## config.mk

```make
export PLATFORM = sky130hd
export DESIGN_NAME = i4001_rom_port_arbiter
export DESIGN_NICKNAME = d
export VERILOG_FILES = /design/src/rtl/i4001_rom_port_arbiter.sv
export SDC_FILE = /design/constraint.sdc
export NUM_CORES = 1
export LEC_CHECK = 0
export CAP_MARGIN = 15
export CORE_UTILIZATION = 45
export CTS_BUF_LIST = sky130_fd_sc_hd__clkbuf_16
export DETAILED_ROUTE_END_ITERATION = 8
export DONT_BUFFER_PORTS = 1
export GPL_TIMING_DRIVEN = 0
export MAX_ROUTING_LAYER = met4
export SLEW_MARGIN = 20
export SYNTH_ARGS = -nofsm -noshare
export SYNTH_HDL_FRONTEND = slang
export SYNTH_SLANG_ARGS = --single-unit
```

## constraint.sdc

```tcl
create_clock -name sysclk -period 1.8 [get_ports sysclk]
set_input_delay 0.18 -clock sysclk [delete_from_list [all_inputs] [get_ports sysclk]]
set_output_delay 0.18 -clock sysclk [all_outputs]
set_load 0.05 [all_outputs]
```

## src/rtl/i4001_rom_port_arbiter.sv

```systemverilog
// ROM BRAM owner: the i4001 fetch bus has priority, the host port gets slots outside fetch windows.
// Host writes reach the BRAM only when I4001_ROM_HOST_WRITE_EN is defined.
module i4001_rom_port_arbiter #(
  parameter int ADDR_W = 12,
  parameter int DATA_W = 8
) (
  input  logic              sysclk,
  input  logic              poc,
  input  logic [ADDR_W-1:0] cpu_addr,
  input  logic              cpu_busy,
  output logic [DATA_W-1:0] rom_data,
  output logic [ADDR_W-1:0] mem_addr,
  output logic              mem_we,
  output logic [DATA_W-1:0] mem_wdata,
  input  logic [DATA_W-1:0] mem_rdata,
  input  logic              host_req,
  input  logic              host_we,
  input  logic [ADDR_W-1:0] host_addr,
  input  logic [DATA_W-1:0] host_wdata,
  output logic              host_ack,
  output logic [DATA_W-1:0] host_rdata,
  output logic              host_err
);

  typedef enum logic [1:0] {
    S_CPU   = 2'd0,
    S_HADDR = 2'd1,
    S_HDATA = 2'd2
  } state_t;

`ifdef I4001_ROM_HOST_WRITE_EN
  localparam bit WrEn = 1'b1;
`else
  localparam bit WrEn = 1'b0;
  logic unused_wdata;
  assign unused_wdata = ^host_wdata;
`endif

  state_t            state_q, state_d;
  logic              prev_cpu_q;
  logic [DATA_W-1:0] rom_data_q;
  logic              host_ack_q;
  logic [DATA_W-1:0] host_rdata_q;
  logic              host_err_q;

  always_comb begin
    state_d   = state_q;
    mem_addr  = cpu_addr;
    mem_we    = 1'b0;
    mem_wdata = '0;
    unique case (state_q)
      S_CPU: begin
        // the ack term forces an idle cycle between host accesses
        if (host_req && !cpu_busy && !host_ack_q)
          state_d = S_HADDR;
      end
      S_HADDR: begin
        mem_addr = host_addr;
`ifdef I4001_ROM_HOST_WRITE_EN
        mem_we    = host_we;
        mem_wdata = host_we ? host_wdata : '0;
`endif
        state_d = S_HDATA;
      end
      S_HDATA: state_d = S_CPU;
      default: state_d = S_CPU;
    endcase
  end

  always_ff @(posedge sysclk or posedge poc) begin
    if (poc) begin
      state_q      <= S_CPU;
      prev_cpu_q   <= 1'b1;
      rom_data_q   <= '0;
      host_ack_q   <= 1'b0;
      host_rdata_q <= '0;
      host_err_q   <= 1'b0;
    end else begin
      state_q    <= state_d;
      prev_cpu_q <= (state_q == S_CPU);
      host_ack_q <= (state_q == S_HDATA);
      // mem_rdata is only a CPU word when the previous address was the CPU's
      if (state_q == S_CPU && prev_cpu_q)
        rom_data_q <= mem_rdata;
      if (state_q == S_HDATA) begin
        host_err_q <= host_we && !WrEn;
        if (!host_we)
          host_rdata_q <= mem_rdata;
      end
    end
  end

  assign rom_data   = rom_data_q;
  assign host_ack   = host_ack_q;
  assign host_rdata = host_rdata_q;
  assign host_err   = host_err_q;

endmodule

```

# --- Word level (Yosys, flattened, before mapping) ---
# Index checks and enable logic that the tools add are counted.
classes:
  add_sub_neg: 0
  n_mul: 0
  div: 0
  order_cmp: 0
  n_eq_ne: 3
  n_shift: 0
  muxes: 3
  bitwise_logic: 1
  n_reduce_logical: 7
ops:
  columns: ["op", "n"]
  rows:
  - ["2-to-1 mux 12 bit", 1]
  - ["case mux 2 bit (2 select lines)", 1]
  - ["logical AND 1 bit", 3]
  - ["== test 2 x 1 -> 1 bit, second input constant", 1]
  - ["== test 2 bit, second input constant", 1]
  - ["zero test 1 bit", 2]
  - ["zero test 2 bit", 1]
  - ["2-to-1 mux 2 bit", 1]
  - ["inequality test 2 bit, second input constant", 1]
  - ["AND reduction 2 bit", 1]
  - ["inverter 1 bit", 1]
totals:
  ff_bits: 21
  latch_bits: 0
  mem_bits_rw: 0
  rom_bits: 0
  inputBits: 45
  out_inout_bits: 39
  word_cells: 20
  mem_count: 0

# --- Longest topological paths before layout ---
# Gate-level depths: netlist of the first run.
logic_depth:
  ltp_word: 5
  mapped_depth: 3
  ltp_nobuf: 2

# --- Worst setup path after synthesis of the first run ---
# Ideal clock, no wire load.
synth_timing:
  path_kind: "register to output"
  start: "register state_q[0]"
  end: "output mem_addr[10]"
  arrival_ns: 1.363
  required_ns: 1.620
  slack_ns: 0.257
  stages_incl_launch_ff: 4
  path_buffers: 1
  path_cell_list: "dfrtp_1 > nor2b_1 > buf_6 > mux2_2"
synth_via:
  elab_chain_len: 2
synth_rtl:
  columns: ["element", "line_no", "source"]
  rows:
  - ["start, declared", "39", "state_t state_q, state_d;"]
  - ["start signal, assigned", "79", "state_q <= state_d;"]
  - ["== test 2 x 1 -> 1 bit", "51", "unique case (state_q)"]
  - ["2-to-1 mux 12 bit", "51", null]
  - ["end, declared", "12", "output logic [ADDR_W-1:0] mem_addr,"]
# No other way between the ends.

# --- Worst setup path after layout of the first run ---
layout_timing:
  start: "register state_q[0]"
  end: "output mem_addr[2]"
# Same word-level chain as after synthesis.

==> results.txt, run 1 <==
Setup repair after global routing left no endpoint under its margin. The layout overhead on the synthesized area came out at 16.1%. The top-level I/O count is 84. Yosys printed 0 warnings. The total count of max-transition violations in the final report came to 0. In this run the clock root is driven by a sky130_fd_sc_hd__clkbuf_16.

After synthesis the cells add up to 1000 um2. Based on the critical path, the design can be clocked at up to 0.585 GHz. TritonCTS built the clock tree. The synthesized area divided by synthesized cell count is roughly 14 um2.

The count of port buffers added during placement came out at 0. The die width came out at 49.1 um. CTS saw 21 sinks. The vertical extent of the die is around 50 um. For this design, the slowest cell found on the critical path is sky130_fd_sc_hd__mux2_2. The largest incremental delay on the critical path came out at 0.47 ns. The count of buffers added by post-CTS timing repair for setup came out at 0. The worst setup path is captured at an output port. The standard cell core area came out at 2020 um2. The path type of the worst min-delay path is in2reg.

The number of core rows is 16. The count of cell types in the netlist is 13. The flow ran to the end, and the final reports show no timing, DRC or antenna violations.

The number of storage elements in the synthesis netlist came out at 21. The die covers 2410 um2. Summed over all failing endpoints, the final setup total negative slack is 0 ns.

The number of placed instances, taps included, is 104. The overflow left after global routing is 0. The total power is 0.00186 W.

The number of global-route vias before repair is 551. The largest vdd supply drop is 0.677 mV. The critical path is of the reg2out type. For this design the static power due to leakage is 0.524 nW. The count of non-filler cells in the finished layout came out at roughly 110. After synthesis, the cell types taking the most area are sky130_fd_sc_hd__dfrtp_1 50%, sky130_fd_sc_hd__mux2_2 33%, sky130_fd_sc_hd__buf_4 6.8%, sky130_fd_sc_hd__dfstp_2 2.6%, sky130_fd_sc_hd__nor3b_4 1.9%. The final layout net count came out at 128. The worst pin sits at a relative slew slack of about half. The insertion delay to the later sink of the worst-skew pair is about 0.25 ns.

The HPWL after detailed placement came out at 1.31 mm. The clock tree buffer depth came out at 2. The power density of the placed cells is 1600 nW/um2. The max-cap violation count is 0. The part of the cycle the worst path needs came out at between 90% and 100%. The routability congestion estimate came out at around 0.63. Setup violations remaining at the end of the flow were counted as 0. The number of buffers created by CTS is 3. The total number of H-tree levels came out at 1.

Of all nets on the critical path, the largest fanout is 10. The routed design has 1.72 mm of wire. Walking the worst path, the cells encountered are nor2b_4, buf_6, mux2_2. The first global-routing pass estimated around 2.7 mm of wire. The effective utilization at floorplan came out at 49.4%. The number of antenna violations at the first check in global routing came out at 0. sky130_fd_sc_hd__dfrtp_1 takes more of the synthesized area than any other cell.

The routed wirelength normalized by instance count is approximately 16 um. The share of layout cells above drive strength 1 is 58.5%. The worst setup path is launched from a flip-flop. The portion of the post-synthesis area used by sequential elements came out at ~53%.

For the worst setup path, the data arrival time is 1.53 ns. In this run, the number of DRC markers left after iteration 0 of detailed routing was 3. Summing over every cut layer, the via total after detailed routing is 573.

The DRC violations left is 0. The critical path data required time is 1.62 ns. The count of antenna-violating nets left after detailed routing came out at 0. Synthesis produced a little under 70 cells. Clock-pin slew was measured on the worst setup and hold paths at 0.05 ns. The total routing usage reported by global routing came out at 16.2%. The time the final worst path needs with I/O delays and setup is 1.71 ns.

The pin count of the biggest net entering global routing came out at 22. The clock tree skew after final layout is 0.00145 ns. The count of final hold-check violations is 0. The antenna diode count is 0. The slew at the pin closest to its max-slew limit is 0.761 ns.

The area share of the largest cell type after synthesis is 50.1%. The ratio of routed vias to standard cells is roughly 5.3. The pre-antenna-repair detailed-routing pass consisted of 2 iterations.
[layout make-up]
| type | instances | area [um2] |
|---|---|---|
| Inverter | 1 | 3.75 |
| Buffer | 10 | 78.8 |
| Fill cell | 177 | 861 |
| Clock inverter | 1 | 3.75 |
| Timing Repair Buffer | 1 | 10.0 |
| Tap cell | 27 | 33.8 |
| Clock buffer | 3 | 75.1 |
| Multi-Input combinational cell | 45 | 428 |
| Sequential cell | 21 | 528 |
[cells in the final DEF, fill, tap and decap left out]
cell type / n
sky130_fd_sc_hd__and3_1: 1
sky130_fd_sc_hd__nor3b_2: 1
sky130_fd_sc_hd__nor3b_4: 1
sky130_fd_sc_hd__conb_1: 9
sky130_fd_sc_hd__dlygate4sd3_1: 1
sky130_fd_sc_hd__dfstp_2: 1
sky130_fd_sc_hd__dfrtp_2: 1
sky130_fd_sc_hd__clkbuf_16: 3
sky130_fd_sc_hd__buf_4: 9
sky130_fd_sc_hd__mux2_2: 29
sky130_fd_sc_hd__inv_1: 2
sky130_fd_sc_hd__nor2_1: 2
sky130_fd_sc_hd__dfrtp_1: 19
sky130_fd_sc_hd__nor2b_4: 1
sky130_fd_sc_hd__and2b_2: 1
sky130_fd_sc_hd__buf_6: 1
[synthesized netlist by cell type (all sizes together)]
cell type	n
conb	1
nor2	2
nor2b	1
nor3b	2
dfstp	1
and2b	1
inv	1
mux2	29
and3	1
dfrtp	20
buf	10
[critical path, delay by kind of cell (launching register included)]
kind                   cells  cell delay (ns)
flip-flops                 1             0.43
buffers and inverters      1             0.16
AND/OR/NAND/NOR            1             0.22
multiplexers               1             0.47
[report_power, final]
group / leakage [nW] / internal, W / switching, W
clock: 0.0423 / 0.000295 / 0.000152
sequential: 0.250 / 0.000585 / 0.000481
combinational: 0.231 / 0.000145 / 0.000202
total: 0.524 / 0.00103 / 0.000835
[through the flow]
stage	hold slack, ns	util, %	area, um2	setup slack (ns)
3_5_place_dp	0.265	52.6	1060	0.138
6_report	0.0794	57.4	1160	0.0911
2_1_floorplan	0.156	-	1030	0.257
4_1_cts	0.0745	57.4	1160	0.0336
5_1_grt	0.0675	57.4	1160	0.00165
3_3_place_gp	0.251	52.6	1060	0.155
[kinds of logic (layout without fill, tap and decap cells)]
family | after synthesis | count (layout) | synth area share, %
buf+inv | 11 | 16 | 8.26
flops | 21 | 21 | 52.7
other cells | 1 | 9 | 0.375
simple gates | 7 | 7 | 6.01
mux | 29 | 29 | 32.7
[metal layers]
metal	track usage [%]	routed length, um	vias to the layer above
met2	26.3	874	59
met1	16.7	583	260
li1	-	-	249
met3	4.67	210	5
met4	11.8	49	0
met5	-	0	-
[sequential cells by signal (all words and copies together), names as in the netlist]
| signal | count |
|---|---|
| host_err | 1 |
| prev_cpu_q | 1 |
| rom_data | 8 |
| state_q | 2 |
| host_rdata | 8 |
| host_ack | 1 |
[path summary, 6_finish.rpt]
check / start / endpoint / slack [ns] / cells past startpoint
min: mem_rdata[2] / host_rdata[2] / 0.08 / 1
max: state_q[0] / mem_addr[2] / 0.09 / 3
min in group asynchronous: poc / host_rdata[4] / 0.51 / 2
min reg2reg: state_q[0] / prev_cpu_q / 0.50 / 1
max reg2reg: state_q[1] / rom_data[7] / 0.19 / 2
max in group asynchronous: poc / state_q[0] / 0.76 / 2
[timing repair]
item | 4_1_cts | 5_1_grt
hold buffers | 1 | 0
pin swaps | 0 | 0
setup endpoints to repair | 9 | 9
endpoints found under the hold margin | 20 | 0
gates resized for setup | 2 | 1
Power figures use the tool's default switching activity.
==> run 2, diff against run 1 <==
Settings changed: PLACE_DENSITY from default to 0.62.
==> results.txt, run 2 (synthesized netlist as in run 1, its figures left out) <==
The final number of setup-violating endpoints came to 0 (unchanged). The layout overhead on the synthesized area is 16.1% (unchanged). The clock-pin slew reported for the worst setup and hold paths after clock tree synthesis is 0.05 ns (about the same). The TritonCTS sink count came out at 21 (unchanged). Unrepaired setup endpoints after global routing: no (unchanged). The count of final hold-check violations was 0 (unchanged).

The startpoint kind of the worst setup timing path is a flip-flop (unchanged). The antenna diode count is 0 (unchanged). The element type at the critical path end was an output port (unchanged). The commonest non-fill, non-tap cell in the layout is sky130_fd_sc_hd__mux2_2 (unchanged). The number of buffers created by CTS is 3 (unchanged). The insertion delay to the later sink of the worst-skew pair is 0.25 ns (about the same). The share of layout cells above drive strength 1 came out at 58.5% (unchanged). The largest vdd supply drop came out at 0.648 mV (was 0.677 mV). The number of core rows came out at 16 (unchanged). The clock tree from TritonCTS was built (unchanged).

The count of antenna-violating nets left after detailed routing came out at 0 (unchanged). The clock tree buffer depth is 2 (unchanged). The final layout net count is 128 (unchanged).

The arrival time at the worst endpoint came to 1.51 ns (was 1.53 ns). The max-cap violation count is 0 (unchanged). The slew at the pin closest to its max-slew limit came out at 0.751 ns (was 0.761 ns).

The critical path data required time came out at 1.62 ns (about the same). The HPWL after detailed placement came out at 1.37 mm (was 1.31 mm). The sum of routed wire length over all layers is 1.69 mm (was 1.72 mm). The routability congestion estimate came out at 0.660 (was 0.626). The overflow left after global routing is 0 (unchanged). The clock tree root driver cell is sky130_fd_sc_hd__clkbuf_16 (unchanged). The power density of the placed cells is 1600 nW/um2 (about the same).

Most used cells in the layout excluding fill and tap cells: 29 x sky130_fd_sc_hd__mux2_2, 19 x sky130_fd_sc_hd__dfrtp_1, 9 x sky130_fd_sc_hd__buf_4, 9 x sky130_fd_sc_hd__conb_1, 3 x sky130_fd_sc_hd__clkbuf_16 (unchanged). The total count of max-transition violations in the final report is 0 (unchanged). The standard cell core area is 2020 um2 (unchanged). The worst-case register-to-register setup slack came to 0.17 ns (was 0.19 ns). The maximum clock rate is 0.592 GHz (was 0.585 GHz). The number of global-route vias before repair is 562 (was 551).

The final sum of negative setup slack came out at 0 ns (unchanged). The ratio of routed vias to standard cells was 5.18 (was 5.26). The top-level I/O count is 84 (unchanged). The DRC violations left came to 0 (unchanged).

The area enclosed by the die boundary came to 2410 um2 (unchanged). The vertical extent of the die is 49.1 um (unchanged). The largest fanout on the critical path is 10 (unchanged). The pin count of the biggest net entering global routing came out at 22 (unchanged). Run status: completed (unchanged). The global-route wire length before repair is 2.54 mm (was 2.66 mm).

The part of the cycle the worst path needs is 93.9% (was 94.9%). The path type of the worst min-delay path is in2reg (unchanged). The critical path start-end classification is reg2out (unchanged). The effective utilization at floorplan came out at 49.4% (unchanged).

The total placed instance area came out at 1060 um2 (unchanged). The leakage power came out at 0.524 nW (unchanged). The die width was 49.1 um (unchanged). The detailed-router iteration count before antenna repair is 1 (was 2). The DRC marker count from the first detailed-route iteration came to 0 (was 3). The total number of H-tree levels came out at 1 (unchanged). The worst slew margin relative to its limit was 49.9% (was 49.2%).

The routed wirelength normalized by instance count came out at 15.5 um (was 15.8 um). The clock tree skew after final layout came out at 0.00362 ns (was 0.00145 ns). The final design area excluding fillers came out at 1160 um2 (unchanged).

The count of port buffers added during placement was 0 (unchanged). The total routing usage reported by global routing is 15.0% (was 16.2%). The total via count in the routed design came out at 565 (was 573).

The time the final worst path needs with I/O delays and setup is 1.69 ns (was 1.71 ns). The number of antenna violations at the first check in global routing was 0 (unchanged).
## run 2: routing by layer
layer	up-vias	track usage, %	wire length (um)
met5	-	-	0
met4	0	5.88	19
met3	2	5.30	173
met2	54	27.2	942
met1	262	14.3	555
li1	247	-	-
## run 2: worst max-delay path, cell delays in order, from the launching register on
cell	delay [ns]
sky130_fd_sc_hd__dfrtp_1	0.44
sky130_fd_sc_hd__nor2b_4	0.19
sky130_fd_sc_hd__buf_6	0.16
sky130_fd_sc_hd__mux2_2	0.47
## run 2: stage by stage
step | cells | util (%) | setup WS (ns) | total power (W) | hold slack (ns)
after floorplan | 77 | - | 0.257 | 0.00137 | 0.156
after global routing | 109 | 57.4 | 0.0334 | 0.00193 | 0.0721
after CTS | 109 | 57.4 | 0.0346 | 0.00188 | 0.0791
final | 109 | 57.4 | 0.110 | 0.00186 | 0.0811
after global placement | 104 | 52.6 | 0.120 | 0.00141 | 0.239
after detailed placement | 104 | 52.6 | 0.109 | 0.00143 | 0.253
## run 2: path summary, 6_finish.rpt
path,start,to,depth (start not counted)
worst max-delay path,state_q[1],mem_addr[10],3
worst min-delay path,mem_rdata[6],host_rdata[6],1
worst max register to register,prev_cpu_q,rom_data[1],2
worst min register to register,state_q[0],prev_cpu_q,1
max in group asynchronous,poc,state_q[0],2
min in group asynchronous,poc,rom_data[3],2
## run 2: area by class of cell
cell class                 count  area [um2]
buffer                        10        78.8
clock buffer                   3        75.1
clock inverter                 1        3.75
fill                         168         861
inverter                       1        3.75
multi-input combinational     45         428
sequential                    21         528
tap                           27        33.8
timing repair buffer           1        10.0
## run 2: timing repair
action,CTS,global route
endpoints found under the hold margin,20,0
hold buffers,1,0
setup buffers,0,0
gates resized for setup,2,1
setup endpoints to repair,9,9
## run 2: report_power, final
group	internal (W)	switching, W	total [W]
Sequential	0.000585	0.000480	0.00107
Combinational	0.000145	0.000203	0.000348
Clock	0.000295	0.000147	0.000442
Total	0.00102	0.000830	0.00186
==> run 3, diff against run 2 <==
Settings changed: CORE_ASPECT_RATIO from default to 1.1.
==> results.txt, run 3 (synthesized netlist as in run 1, its figures left out) <==
The master of the slowest instance on the critical path is sky130_fd_sc_hd__mux2_2 (unchanged). The number of core rows came out at 17 (was 16). The path type of the worst min-delay path is in2reg (unchanged).

The count of antenna-violating nets left after detailed routing came out at 0 (unchanged). The critical path data required time came out at 1.62 ns (about the same). The time the final worst path needs with I/O delays and setup is 1.69 ns (about the same). The clock tree root driver cell is sky130_fd_sc_hd__clkbuf_16 (unchanged).

The internal power came out at 0.00102 W (was 0.00103 W). The total routing usage reported by global routing was 14.4% (was 15.0%). The pin count of the biggest net entering global routing came out at 22 (unchanged). The HPWL after detailed placement came out at 1.26 mm (was 1.37 mm). The slew at the pin closest to its max-slew limit came out at 0.764 ns (was 0.751 ns). The top-level I/O count came out at 84 (unchanged). The fraction of met3 tracks used by global routing was 2.83% (was 5.30%). The overflow left after global routing is 0 (unchanged). The TritonCTS sink count was 21 (unchanged). The area enclosed by the die boundary was 2410 um2 (about the same). The multi-input gate area in the final layout came to 428 um2 (unchanged). The DRC marker count from the first detailed-route iteration came to 0 (unchanged). The startpoint kind of the worst setup timing path is a flip-flop (unchanged).

The leakage power is 0.524 nW (unchanged). The sequential cell area in the final layout came out at 528 um2 (unchanged). Unrepaired setup endpoints after global routing: no (unchanged). The vertical extent of the die came out at 51.4 um (was 49.1 um). The part of the cycle the worst path needs is 93.8% (was 93.9%). The detailed-router iteration count before antenna repair came out at 1 (unchanged). The clock tree buffer depth came out at 2 (unchanged). The worst slew margin relative to its limit was 49.0% (was 49.9%). The power density of the placed cells is 1590 nW/um2 (was 1600 nW/um2). The global-route wire length before repair came out at 2.27 mm (was 2.54 mm). The layout filler cell count is 181 (was 168).

The arrival time at the worst endpoint is 1.51 ns (about the same). The count of final hold-check violations came to 0 (unchanged). The max-cap violation count is 0 (unchanged). The largest incremental delay on the critical path came out at 0.46 ns (was 0.47 ns). The insertion delay to the later sink of the worst-skew pair came out at 0.24 ns (was 0.25 ns). The DRC violations left is 0 (unchanged). The combinational share of power is 18.7% (was 18.8%). The commonest non-fill, non-tap cell in the layout is sky130_fd_sc_hd__mux2_2 (unchanged). Critical path, cell by cell: nor2b_4, buf_6, mux2_2 (unchanged). Most used cells in the layout excluding fill and tap cells: 29 x sky130_fd_sc_hd__mux2_2, 19 x sky130_fd_sc_hd__dfrtp_1, 9 x sky130_fd_sc_hd__buf_4, 9 x sky130_fd_sc_hd__conb_1, 3 x sky130_fd_sc_hd__clkbuf_16 (unchanged). The total count of max-transition violations in the final report is 0 (unchanged). The effective utilization at floorplan is 49.0% (was 49.4%). The count of port buffers added during placement was 0 (unchanged).

The largest fanout on the critical path was 10 (unchanged). The share of layout cells above drive strength 1 came to 58.5% (unchanged). The layout overhead on the synthesized area was 16.3% (was 16.1%). The number of buffers created by CTS came out at 3 (unchanged). The smallest hold slack came out at 0.0851 ns (was 0.0811 ns).

The die width is 46.9 um (was 49.1 um). The antenna diode count is 0 (unchanged). The total number of H-tree levels is 1 (unchanged). The routed wirelength normalized by instance count was 14.3 um (was 15.5 um). The fraction of power consumed by the clock network came out at 23.5% (was 23.8%). The final sum of negative setup slack was 0 ns (unchanged).

The total via count in the routed design came out at 547 (was 565). Run status: completed (unchanged). The element type at the critical path end was an output port (unchanged).

The number of global-route vias before repair is 537 (was 562). The layer with the highest usage after global routing is met2 (unchanged). The largest vdd supply drop is 0.740 mV (was 0.648 mV). The final setup slack of the worst path came out at 0.112 ns (was 0.110 ns).

The clock-pin slew reported for the worst setup and hold paths after clock tree synthesis came out at 0.05 ns (about the same). The setup slack at placement is 0.155 ns (was 0.109 ns). The sequential power share is 57.8% (was 57.4%). The number of antenna violations at the first check in global routing came out at 0 (unchanged). The ratio of routed vias to standard cells came out at 4.97 (was 5.18). The final layout net count is 128 (unchanged). The standard cell core area was 2040 um2 (was 2020 um2). The clock tree skew after final layout came out at 0.00121 ns (was 0.00362 ns). The met1 capacity usage during global routing came to 13.1% (was 14.3%). The final number of setup-violating endpoints is 0 (unchanged). The clock tree from TritonCTS is built (unchanged). The switching share of power is 44.4% (was 44.8%). The met2 capacity usage during global routing came to 25.5% (was 27.2%). The sum of routed wire length over all layers came out at 1.57 mm (was 1.69 mm). The net switching power came out at 0.000818 W (was 0.000830 W). The critical path start-end classification is reg2out (unchanged). The maximum clock rate is 0.592 GHz (about the same). The routability congestion estimate came to 0.644 (was 0.660).
==> run 3: per-layer routing <==
| metal | vias up | wire (um) |
|---|---|---|
| met2 | 50 | 853 |
| met4 | 0 | 27 |
| met1 | 248 | 500 |
| li1 | 247 | - |
| met3 | 2 | 193 |
| met5 | - | 0 |
==> run 3: final cells by class <==
type	instances	share of cell area, %
buffer	10	6.78
inverter	1	0.323
clock buffer	3	6.46
clock inverter	1	0.323
timing repair buffer	1	0.861
multi-input combinational	45	36.8
tap	28	3.01
sequential	21	45.4
==> run 3: worst max-delay path: cells and delay by family (launching register included) <==
kind / cells / cell delay (ns)
buf+inv: 1 / 0.16
flops: 1 / 0.45
simple gates: 1 / 0.19
mux: 1 / 0.46
==> run 3: power by group through the flow <==
stage / Combinational (W) / Sequential (W) / Clock (W)
detailed placement: 0.000345 / 0.00108 / 0
global route: 0.000365 / 0.00108 / 0.000472
global placement: 0.000336 / 0.00107 / 0
finish: 0.000344 / 0.00106 / 0.000434
CTS: 0.000348 / 0.00107 / 0.000449
floorplan: 0.000320 / 0.00105 / 0
==> run 3: path summary, 6_finish.rpt <==
path / start / end / slack [ns] / cells past startpoint
worst max-delay path: state_q[1] / mem_addr[9] / 0.11 / 3
worst min-delay path: mem_rdata[5] / rom_data[5] / 0.09 / 1
worst max register to register: prev_cpu_q / rom_data[3] / 0.20 / 2
worst min register to register: state_q[0] / prev_cpu_q / 0.50 / 1
max in group asynchronous: poc / state_q[0] / 0.75 / 2
min in group asynchronous: poc / host_rdata[1] / 0.52 / 2
==> run 3: repair_timing <==
item,4_1_cts,5_1_grt
hold endpoints to repair,20,0
hold buffers,1,0
setup endpoints to repair,9,9
setup buffers,0,0
resized for setup,2,1
==> run 3: per-stage QoR <==
stage | utilization, % | power, W | cell area [um2] | cells
2_1_floorplan | - | 0.00137 | 1030 | 77
3_3_place_gp | 52.1 | 0.00141 | 1060 | 105
3_5_place_dp | 52.1 | 0.00142 | 1060 | 105
4_1_cts | 56.9 | 0.00186 | 1160 | 110
5_1_grt | 56.9 | 0.00192 | 1160 | 110
6_report | 56.9 | 0.00184 | 1160 | 110
